<file path="config.mk">
export PLATFORM = sky130hd
export DESIGN_NAME = wsp_tap_ctrl
export DESIGN_NICKNAME = d
export VERILOG_FILES = /design/src/rtl/wsp_tap_ctrl.sv
export SDC_FILE = /design/constraint.sdc
export NUM_CORES = 1
export LEC_CHECK = 0
export CAP_MARGIN = 20
export CORE_MARGIN = 2
export CORE_UTILIZATION = 41
export CTS_CLUSTER_DIAMETER = 40
export DETAILED_ROUTE_END_ITERATION = 7
export PLACE_DENSITY = 0.85
export SLEW_MARGIN = 20
export SYNTH_ARGS = -nofsm -noshare
export SYNTH_HDL_FRONTEND = slang
export SYNTH_SLANG_ARGS = --single-unit
export TNS_END_PERCENT = 30
</file>
<file path="constraint.sdc">
create_clock -name WRCK -period 1.8 [get_ports WRCK]
set_clock_uncertainty 0.1 [all_clocks]
set_input_delay 0.27 -clock WRCK [delete_from_list [all_inputs] [get_ports WRCK]]
set_output_delay 0.27 -clock WRCK [all_outputs]
set_load 0.05 [all_outputs]
</file>
<file path="src/rtl/wsp_tap_ctrl.sv">
// wsp_tap_ctrl: wrapper serial port controller.
// Runs an IEEE 1149.1 TAP state machine on WRCK and decodes the WIR and
// wrapper data register strobes.
// It steers wsi into both chains and muxes the selected chain onto a
// registered wso.
// Optional feature macro: WSP_TLR_RESETN_EN. When it is defined, resetn is
// low whenever the TAP sits in Test-Logic-Reset. When it is undefined,
// resetn is tied high.
module wsp_tap_ctrl #(
  parameter int CNT_W = 8
) (
  input  logic             WRCK,
  input  logic             WRSTN,
  input  logic             tms,
  input  logic             wsi,
  input  logic             wir_so,
  input  logic             wdr_so,
  output logic             select_wir,
  output logic             wir_si,
  output logic             wir_capture,
  output logic             wir_shift,
  output logic             wir_update,
  output logic             wdr_si,
  output logic             wdr_capture,
  output logic             wdr_shift,
  output logic             wdr_update,
  output logic             resetn,
  output logic             wso,
  output logic             wso_en,
  output logic [CNT_W-1:0] shift_count,
  output logic [3:0]       tap_state
);

  typedef enum logic [3:0] {
    S_EX2DR = 4'h0, S_EX1DR = 4'h1, S_SHDR  = 4'h2, S_PAUDR = 4'h3,
    S_SELIR = 4'h4, S_UPDDR = 4'h5, S_CAPDR = 4'h6, S_SELDR = 4'h7,
    S_EX2IR = 4'h8, S_EX1IR = 4'h9, S_SHIR  = 4'hA, S_PAUIR = 4'hB,
    S_RTI   = 4'hC, S_UPDIR = 4'hD, S_CAPIR = 4'hE, S_TLR   = 4'hF
  } tap_state_t;

  logic [1:0]       r_rst_sync;
  tap_state_t       r_state;
  tap_state_t       w_next;
  tap_state_t       w_state_d;
  logic             w_rel;
  logic             w_in_shift;
  logic             w_enter_cap;
  logic             r_wso;
  logic             r_wso_en;
  logic [CNT_W-1:0] r_cnt;

  assign w_rel = r_rst_sync[1];

  // Two-flop release of WRSTN so the TAP only starts walking on a clean edge.
  always_ff @(posedge WRCK or negedge WRSTN) begin
    if (!WRSTN) begin
      r_rst_sync <= 2'b00;
    end else begin
      r_rst_sync <= {r_rst_sync[0], 1'b1};
    end
  end

  // Standard TAP next-state function driven by tms.
  always_comb begin
    w_next = r_state;
    case (r_state)
      S_TLR:   w_next = tms ? S_TLR   : S_RTI;
      S_RTI:   w_next = tms ? S_SELDR : S_RTI;
      S_SELDR: w_next = tms ? S_SELIR : S_CAPDR;
      S_CAPDR: w_next = tms ? S_EX1DR : S_SHDR;
      S_SHDR:  w_next = tms ? S_EX1DR : S_SHDR;
      S_EX1DR: w_next = tms ? S_UPDDR : S_PAUDR;
      S_PAUDR: w_next = tms ? S_EX2DR : S_PAUDR;
      S_EX2DR: w_next = tms ? S_UPDDR : S_SHDR;
      S_UPDDR: w_next = tms ? S_SELDR : S_RTI;
      S_SELIR: w_next = tms ? S_TLR   : S_CAPIR;
      S_CAPIR: w_next = tms ? S_EX1IR : S_SHIR;
      S_SHIR:  w_next = tms ? S_EX1IR : S_SHIR;
      S_EX1IR: w_next = tms ? S_UPDIR : S_PAUIR;
      S_PAUIR: w_next = tms ? S_EX2IR : S_PAUIR;
      S_EX2IR: w_next = tms ? S_UPDIR : S_SHIR;
      S_UPDIR: w_next = tms ? S_SELDR : S_RTI;
      default: w_next = S_TLR;
    endcase
    // Until the release synchroniser has settled, the TAP is pinned in TLR.
    if (w_rel) begin
      w_state_d = w_next;
    end else begin
      w_state_d = S_TLR;
    end
  end

  // TAP state register.
  always_ff @(posedge WRCK or negedge WRSTN) begin
    if (!WRSTN) begin
      r_state <= S_TLR;
    end else begin
      r_state <= w_state_d;
    end
  end

  // Moore decode of strobes and column select from the state register.
  always_comb begin
    select_wir  = 1'b0;
    wir_capture = 1'b0;
    wir_shift   = 1'b0;
    wir_update  = 1'b0;
    wdr_capture = 1'b0;
    wdr_shift   = 1'b0;
    wdr_update  = 1'b0;
    case (r_state)
      S_SELIR, S_EX1IR, S_PAUIR, S_EX2IR: select_wir = 1'b1;
      S_CAPIR: begin select_wir = 1'b1; wir_capture = 1'b1; end
      S_SHIR:  begin select_wir = 1'b1; wir_shift   = 1'b1; end
      S_UPDIR: begin select_wir = 1'b1; wir_update  = 1'b1; end
      S_CAPDR: wdr_capture = 1'b1;
      S_SHDR:  wdr_shift   = 1'b1;
      S_UPDDR: wdr_update  = 1'b1;
      default: select_wir  = 1'b0;
    endcase
  end

  assign w_in_shift  = (r_state == S_SHIR) || (r_state == S_SHDR);
  assign w_enter_cap = (w_state_d == S_CAPIR) || (w_state_d == S_CAPDR);

  // Serial output: capture the selected chain's so on every shift edge.
  always_ff @(posedge WRCK or negedge WRSTN) begin
    if (!WRSTN) begin
      r_wso    <= 1'b0;
      r_wso_en <= 1'b0;
    end else begin
      r_wso_en <= w_in_shift;
      if (w_in_shift) begin
        r_wso <= select_wir ? wir_so : wdr_so;
      end else begin
        r_wso <= r_wso;
      end
    end
  end

  // Shift-bit counter: cleared on entering Capture, saturating count of shift edges.
  always_ff @(posedge WRCK or negedge WRSTN) begin
    if (!WRSTN) begin
      r_cnt <= {CNT_W{1'b0}};
    end else if (w_enter_cap) begin
      r_cnt <= {CNT_W{1'b0}};
    end else if (w_in_shift && (r_cnt != {CNT_W{1'b1}})) begin
      r_cnt <= r_cnt + {{(CNT_W-1){1'b0}}, 1'b1};
    end else begin
      r_cnt <= r_cnt;
    end
  end

`ifdef WSP_TLR_RESETN_EN
  // TLR (including the asynchronous reset state) holds the WIR in reset.
  assign resetn = (r_state != S_TLR);
`else
  assign resetn = 1'b1;
`endif

  assign wir_si      = wsi;
  assign wdr_si      = wsi;
  assign wso         = r_wso;
  assign wso_en      = r_wso_en;
  assign shift_count = r_cnt;
  assign tap_state   = r_state;

endmodule
</file>
Yosys cells after proc, flatten, opt, wreduce, memory -nomap -nowiden
Index checks and enable logic that the tools add are counted.

word-level totals
  word-level logic and storage cells = 57
  flip-flop bits (word level) = 16
  output and inout bits = 24

operators by class
  eq/ne operators = 18
  muxes and demuxes = 24
  reductions and logical operators = 9
  add/subtract/negate cells = 1

operators by type and width
  operator                                                         number
  4-bit case mux with 12 select lines                              1
  4-bit == test, second input constant                             9
  4-bit by 3-bit == test with 1-bit output, second input constant  5
  8-bit 2-to-1 mux                                                 2
  2-bit 2-to-1 mux                                                 6
  3-bit 2-to-1 mux                                                 4
  1-bit 2-to-1 mux                                                 9
  8-bit by 1-bit adder with 8-bit output, second input constant    1
  4-bit by 2-bit == test with 1-bit output, second input constant  2
  4-bit 2-to-1 mux                                                 2
  8-bit != test, second input constant                             1
  7-bit OR reduction                                               1
  4-bit by 1-bit == test with 1-bit output, second input constant  1
  4-bit zero test                                                  1
  2-bit OR reduction                                               2
  3-bit OR reduction                                               1
  1-bit logical OR                                                 2
  2-bit nonzero test                                               1
  1-bit logical AND                                                1

Longest topological paths before layout
Gate-level depths: netlist of run 1.

  word-level depth = 7
  mapped depth = 6
  mapped depth without buffers = 4

Least setup slack after synthesis of run 1
OpenSTA, ideal clock, no wires.

  kind = register to output
  start = register r_state[1] (netlist: tap_state[1])
  end = output wdr_shift
  buffers on the path = 2
  data arrival time = 2.049 ns
  cell stages (with the launch flop) = 5
  required time = 1.430 ns
  setup slack = -0.619 ns
  cell sequence = dfstp_2 -> buf_4 -> or3b_1 -> buf_6 -> nor2_1

between the ends
  word-level cells in the longest chain between the ends = 2

RTL lines
  what                                      RTL line  source
  start, declared                           42        tap_state_t r_state;
  start signal, assigned                    98        r_state <= w_state_d;
  4-bit by 2-bit == test with 1-bit output  111       case (r_state)
  1-bit 2-to-1 mux                          111
  end, declared                             25        output logic wdr_shift,

Every way passes these cells.

Worst setup path in the final report of run 1
Ends and elaborated chain as after synthesis.

==> metrics, run 1 <==
status=finished with violations; failing checks=setup timing; commonest non-fill, non-tap cell in the layout=buf_4; first-pass GRT wire length=4070 µm; DR vias/cell=5.55; r2r setup slk=0.04 ns; total track usage=20.0%; Max Freq=501 MHz; CTS root buf=clkbuf_4; fillers=167; Final Max Tran Viols=0; GPL Wtd Cong=0.801; CP Max Fanout=4; WS Path Type=flop to primary output; Final min period=2.00 ns; NumNets Final=148; Hold Crit Class=primary input to asynchronous set/reset pin; FF-to-FF Start=tap_state[2]$_DFF_PN1_; WHS=0.184 ns; critical path arrival=1.63 ns; # IOs=30; initial detailed-routing violation count=38; Place WS=-0.0419 ns; endpoint type of the worst setup path=primary output; fin area=1550 µm²; vias in the first global route=918; DR vias=933; endpoints failing setup=7; Startpoint Class=flop; die area=2770 µm²; post-synth top area share=30.9%; layout cells sized above 1=47.9%; Synth area leaders=dfrtp_1, dfstp_2, mux2i_1; Post-Syn Area=971 µm²; post-DR wirelength/cell=14.2 µm; height of the die=52.7 µm; final cycle utilization of the critical path=111%; commonest non-fill, non-tap cells in the layout=buf_4, dfrtp_1, buf_12; Initial Util=43.5%; CTS tree=done; Routed Antenna Nets=0; worst reg2reg path depth=5; total power=2.06 mW; setup slack after layout=-0.196 ns; power density over the cells=1330 nW/µm²; unrepaired setup endpoints after global routing=yes; H-tree levels=1; Seq/Total Area, Yosys=41.8%; final core occ=69.5%; HPWL after detailed placement=1740 µm; number of distinct library cells after synthesis=41; CP required=1.43 ns; number of clock sinks=16; Seq cells post-synth=16; layout overhead on the synthesized area=59.8%; drt drc=0; antenna violations before repair=0; Non-Filler Instances=168; Avg Synthesized Cell Area=9.81 µm²; Max rail drop VDD=1.41 mV; core region area=2230 µm²; number of diodes=0; setup_tns=-0.671 ns; cells after synthesis=99; Max Cap Violations=0; Post-Route WL=2390 µm; Bufs on Longest Clock Path=2; num rows=17; IO Port Bufs=25; largest net degree at the start of global routing=17; Leakage=0.698 nW; Worst-Skew Late Latency=0.29 ns; cell count after placement=160; r2r endpoint=shift_count[2]$_DFFE_PN0P_; total CTS buffers=3; Fin. Hold Viols=0; post-placement cell area=1430 µm²; Hold-fix buffers, CTS=0; Yosys warning total=0; grt total ovfl=0; Die X=52.7 µm; DRT Pass-1 Iters=4; clock-pin slew on the worst setup and hold paths=0.09 ns; cell taking the most area after synthesis=dfrtp_1
-- cells in the mapped netlist, drive strengths merged --
cell type,count
and2,1
buf,7
o21bai,1
nor3,3
nand3,4
inv,4
or4bb,1
a21oi,2
o2bb2ai,1
dfstp,4
ha,1
o311ai,1
dfrtp,12
nor2b,2
o2111ai,1
a31o,1
clkbuf,1
and3,1
nand2,7
conb,1
mux2i,6
nor2,6
clkinv,1
o21ai,7
a211oi,5
a21o,1
or3b,1
or3,1
a41oi,2
a311oi,1
nand2b,3
nor4b,1
a21bo,1
nand4,2
nor4,1
and4,2
a22oi,1
xor2,1
-- layer usage --
metal	vias up	GRT usage [%]	wire length [µm]
met4	0	4.70	20
met3	2	6.29	176
met5	-	0	0
li1	441	-	-
met2	40	32.7	1180
met1	450	25.4	1010
-- what timing repair did --
action,4_1_cts,5_1_grt
setup buffers,3,1
pin swaps,3,3
setup endpoints to repair,9,12
resized for setup,8,6
-- registers in the layout (all words and copies together) (netlist names) --
register and count:
r_rst_sync 2, tap_state 4, wso 1, wso_en 1, shift_count 8
-- power breakdown --
part / internal, mW / leakage (nW) / total (mW) / switching [mW]
logic: 0.447 / 0.491 / 1.19 / 0.747
registers: 0.477 / 0.185 / 0.638 / 0.161
clock network: 0.123 / 0.0210 / 0.229 / 0.105
total: 1.05 / 0.698 / 2.06 / 1.01
-- worst max path at each step --
stage / startpoint / slack [ns] / endpoint / cells past startpoint
final: tap_state[1]$_DFF_PN1_ / -0.20 / wdr_shift / 4
after global routing: tap_state[1]$_DFF_PN1_ / -0.28 / select_wir / 5
after CTS: tap_state[1]$_DFF_PN1_ / -0.20 / wdr_shift / 4
after detailed placement: tms / -0.04 / shift_count[1]$_DFFE_PN0P_ / 4
after global placement: tms / -0.02 / shift_count[2]$_DFFE_PN0P_ / 5
after floorplan: tap_state[1]$_DFF_PN1_ / -0.22 / wir_shift / 5
-- layout make-up --
class	count	area [µm²]	share of cell area (%)
clock buffers	4	36.3	2.34
multi-input cells	71	562	36.2
repair buffers	44	489	31.5
inverters	5	23.8	1.53
well taps	28	35.0	2.26
flip-flops and latches	16	405	26.1
-- cells by family (layout without fill, tap and decap cells) --
| kind of cell | after synthesis | count (layout) | share of synthesized area, % |
|---|---|---|---|
| AO/OA/AOI/OAI | 25 | 25 | 18.7 |
| buffers and inverters | 13 | 53 | 8.76 |
| flip-flops | 16 | 16 | 41.8 |
| AND/OR/NAND/NOR | 36 | 36 | 22.0 |
| XOR/XNOR | 1 | 1 | 0.902 |
| adder cells (fa/ha/maj) | 1 | 1 | 1.29 |
| other | 1 | 2 | 0.386 |
| multiplexers | 6 | 6 | 6.19 |
-- worst max-delay path, stage by stage (launching register included) --
cell and delay [ns]:
dfstp_2 0.54, or3b_4 0.42, buf_6 0.14, nor2_4 0.09, buf_12 0.14
Note: power is estimated with default switching activity, not from simulation.
==> run 2, diff against run 1 <==
CORE_MARGIN = not set   (was 2)
==> run 2 against run 1 <==
Against the previous run:
- the flow still finishes with violations (setup timing)
- die area down 7.5%
- register-to-register slack worse by 0.06 ns
- design area grew 4.9%
==> metrics, run 2 (synthesis results as in run 1) <==
layout overhead on the synthesized area=67.7%; die area=2570 µm² (-7.5%); drt drc=0 (unchanged); power density over the cells=1320 nW/µm² (-0.93%); Die X=50.7 µm (-3.8%); CP Max Fanout=4 (unchanged); height of the die=50.7 µm (-3.8%); layout cells sized above 1=52.4% (+4.6 points); Hold Crit Class=primary input to asynchronous set/reset pin; grt total ovfl=0 (unchanged); DR vias/cell=5.91 (+6.4%); Initial Util=43.9% (+0.42 points); Leakage=0.725 nW (+4.0%); CTS root buf=clkbuf_4; number of clock sinks=16 (unchanged); fillers=154 (-7.8%); multi-input logic area=612 µm² (+8.9%); commonest non-fill, non-tap cells in the layout=buf_4, dfrtp_1, buf_12; Worst-Skew Late Latency=0.29 ns (about the same); DRT Pass-1 Iters=4 (unchanged); Final Max Tran Viols=0 (unchanged); final cycle utilization of the critical path=111% (+0.42 points); first-pass GRT wire length=4380 µm (+7.6%); critical path arrival=1.63 ns (about the same); DR vias=1010 (+8.3%); total CTS buffers=3 (unchanged); vias in the first global route=905 (-1.4%); max reg flops=8 (unchanged); largest net degree at the start of global routing=11 (-6); commonest non-fill, non-tap cell in the layout=buf_4; H-tree levels=1 (unchanged); Fin. Hold Viols=0 (unchanged); endpoints failing setup=6 (-1); # IOs=30 (unchanged); endpoint type of the worst setup path=primary output; total track usage=23.6% (+3.7 points); NumNets Final=151 (+2.0%); Max Cap Violations=0 (unchanged); Bufs on Longest Clock Path=2 (unchanged); status=finished with violations; num rows=17 (unchanged); initial detailed-routing violation count=44 (+16%); WS Path Type=flop to primary output; Max Freq=499 MHz (-0.38%); core region area=2210 µm² (-0.95%); number of diodes=0 (unchanged); final core occ=73.6% (+4.1 points); CTS tree=done; clock-pin slew on the worst setup and hold paths=0.09 ns (about the same); antenna violations before repair=0 (unchanged); Place WS=-0.0489 ns (-0.00700 ns); failing checks=setup timing; setup slack after layout=-0.203 ns (-0.00763 ns); IO Port Bufs=25 (unchanged); CP required=1.43 ns (about the same); Routed Antenna Nets=0 (unchanged); Storage cell area=405 µm² (unchanged); Startpoint Class=flop; Max rail drop VDD=1.15 mV (-19%); unrepaired setup endpoints after global routing=yes; post-DR wirelength/cell=18.0 µm (+27%); GPL Wtd Cong=0.862 (+7.6%); HPWL after detailed placement=1810 µm (+3.9%); Final min period=2.00 ns (+0.00763 ns); Post-Route WL=3080 µm (+29%)
run 2: cell count changes in the layout (fill, tap and decap cells not counted), sizes merged:
cell,delta
buf,+3
run 2: routing by layer:
metal  wire length (µm)  track usage (%)
met1               1250             30.1
met2               1590             40.9
met3                190             5.45
met4                 53             4.17
met5                  0                0
run 2: repair_timing:
item / in CTS / in global routing
cloned: 0 / 0
endpoints found under the setup margin: 12 / 14
buffers inserted: 7 / 3
pin swaps: 4 / 2
endpoints found under the hold margin: 0 / 0
resized for setup: 15 / 12
hold buffers: 0 / 0
run 2: final timing paths:
kind	from	to	slack, ns	cells past startpoint
hold reg to reg	r_rst_sync[0]$_DFF_PN0_	r_rst_sync[1]$_DFF_PN0_	0.26	0
setup reg to reg	tap_state[1]$_DFF_PN1_	shift_count[5]$_DFFE_PN0P_	-0.02	4
min in group WRCK	r_rst_sync[0]$_DFF_PN0_	r_rst_sync[1]$_DFF_PN0_	0.26	0
setup / recovery	tap_state[1]$_DFF_PN1_	wdr_shift	-0.20	4
max in group asynchronous	WRSTN	wso$_DFFE_PN0P_	0.93	2
hold / removal	WRSTN	shift_count[0]$_DFFE_PN0P_	0.18	1
run 2: through the flow:
step	instances	hold slack [ns]	cell area [µm²]	total power [mW]	setup TNS [ns]
global route	171	0.215	1630	2.24	-1.19
floorplan	100	-0.126	1010	1.38	-2.12
CTS	169	0.191	1560	2.07	-0.539
finish	171	0.185	1630	2.14	-0.556
detailed placement	158	0.244	1420	1.79	-0.227
global placement	158	0.235	1420	1.74	-0.0757
run 2: worst max-delay path: stages (launching register included):
cell     delay, ns
dfstp_2       0.53
or3b_4        0.42
buf_6         0.15
nor2_4        0.09
buf_12        0.14
run 2: cell type report:
class,instances,share of cell area [%]
multi-input combinational,71,37.6
timing repair buffer,47,31.7
clock buffer,4,2.23
tap,28,2.15
inverter,5,1.46
sequential,16,24.9
run 2: report_power, final:
part,internal (mW),switching [mW]
Combinational,0.469,0.782
Sequential,0.477,0.175
Clock,0.123,0.114
Total,1.07,1.07
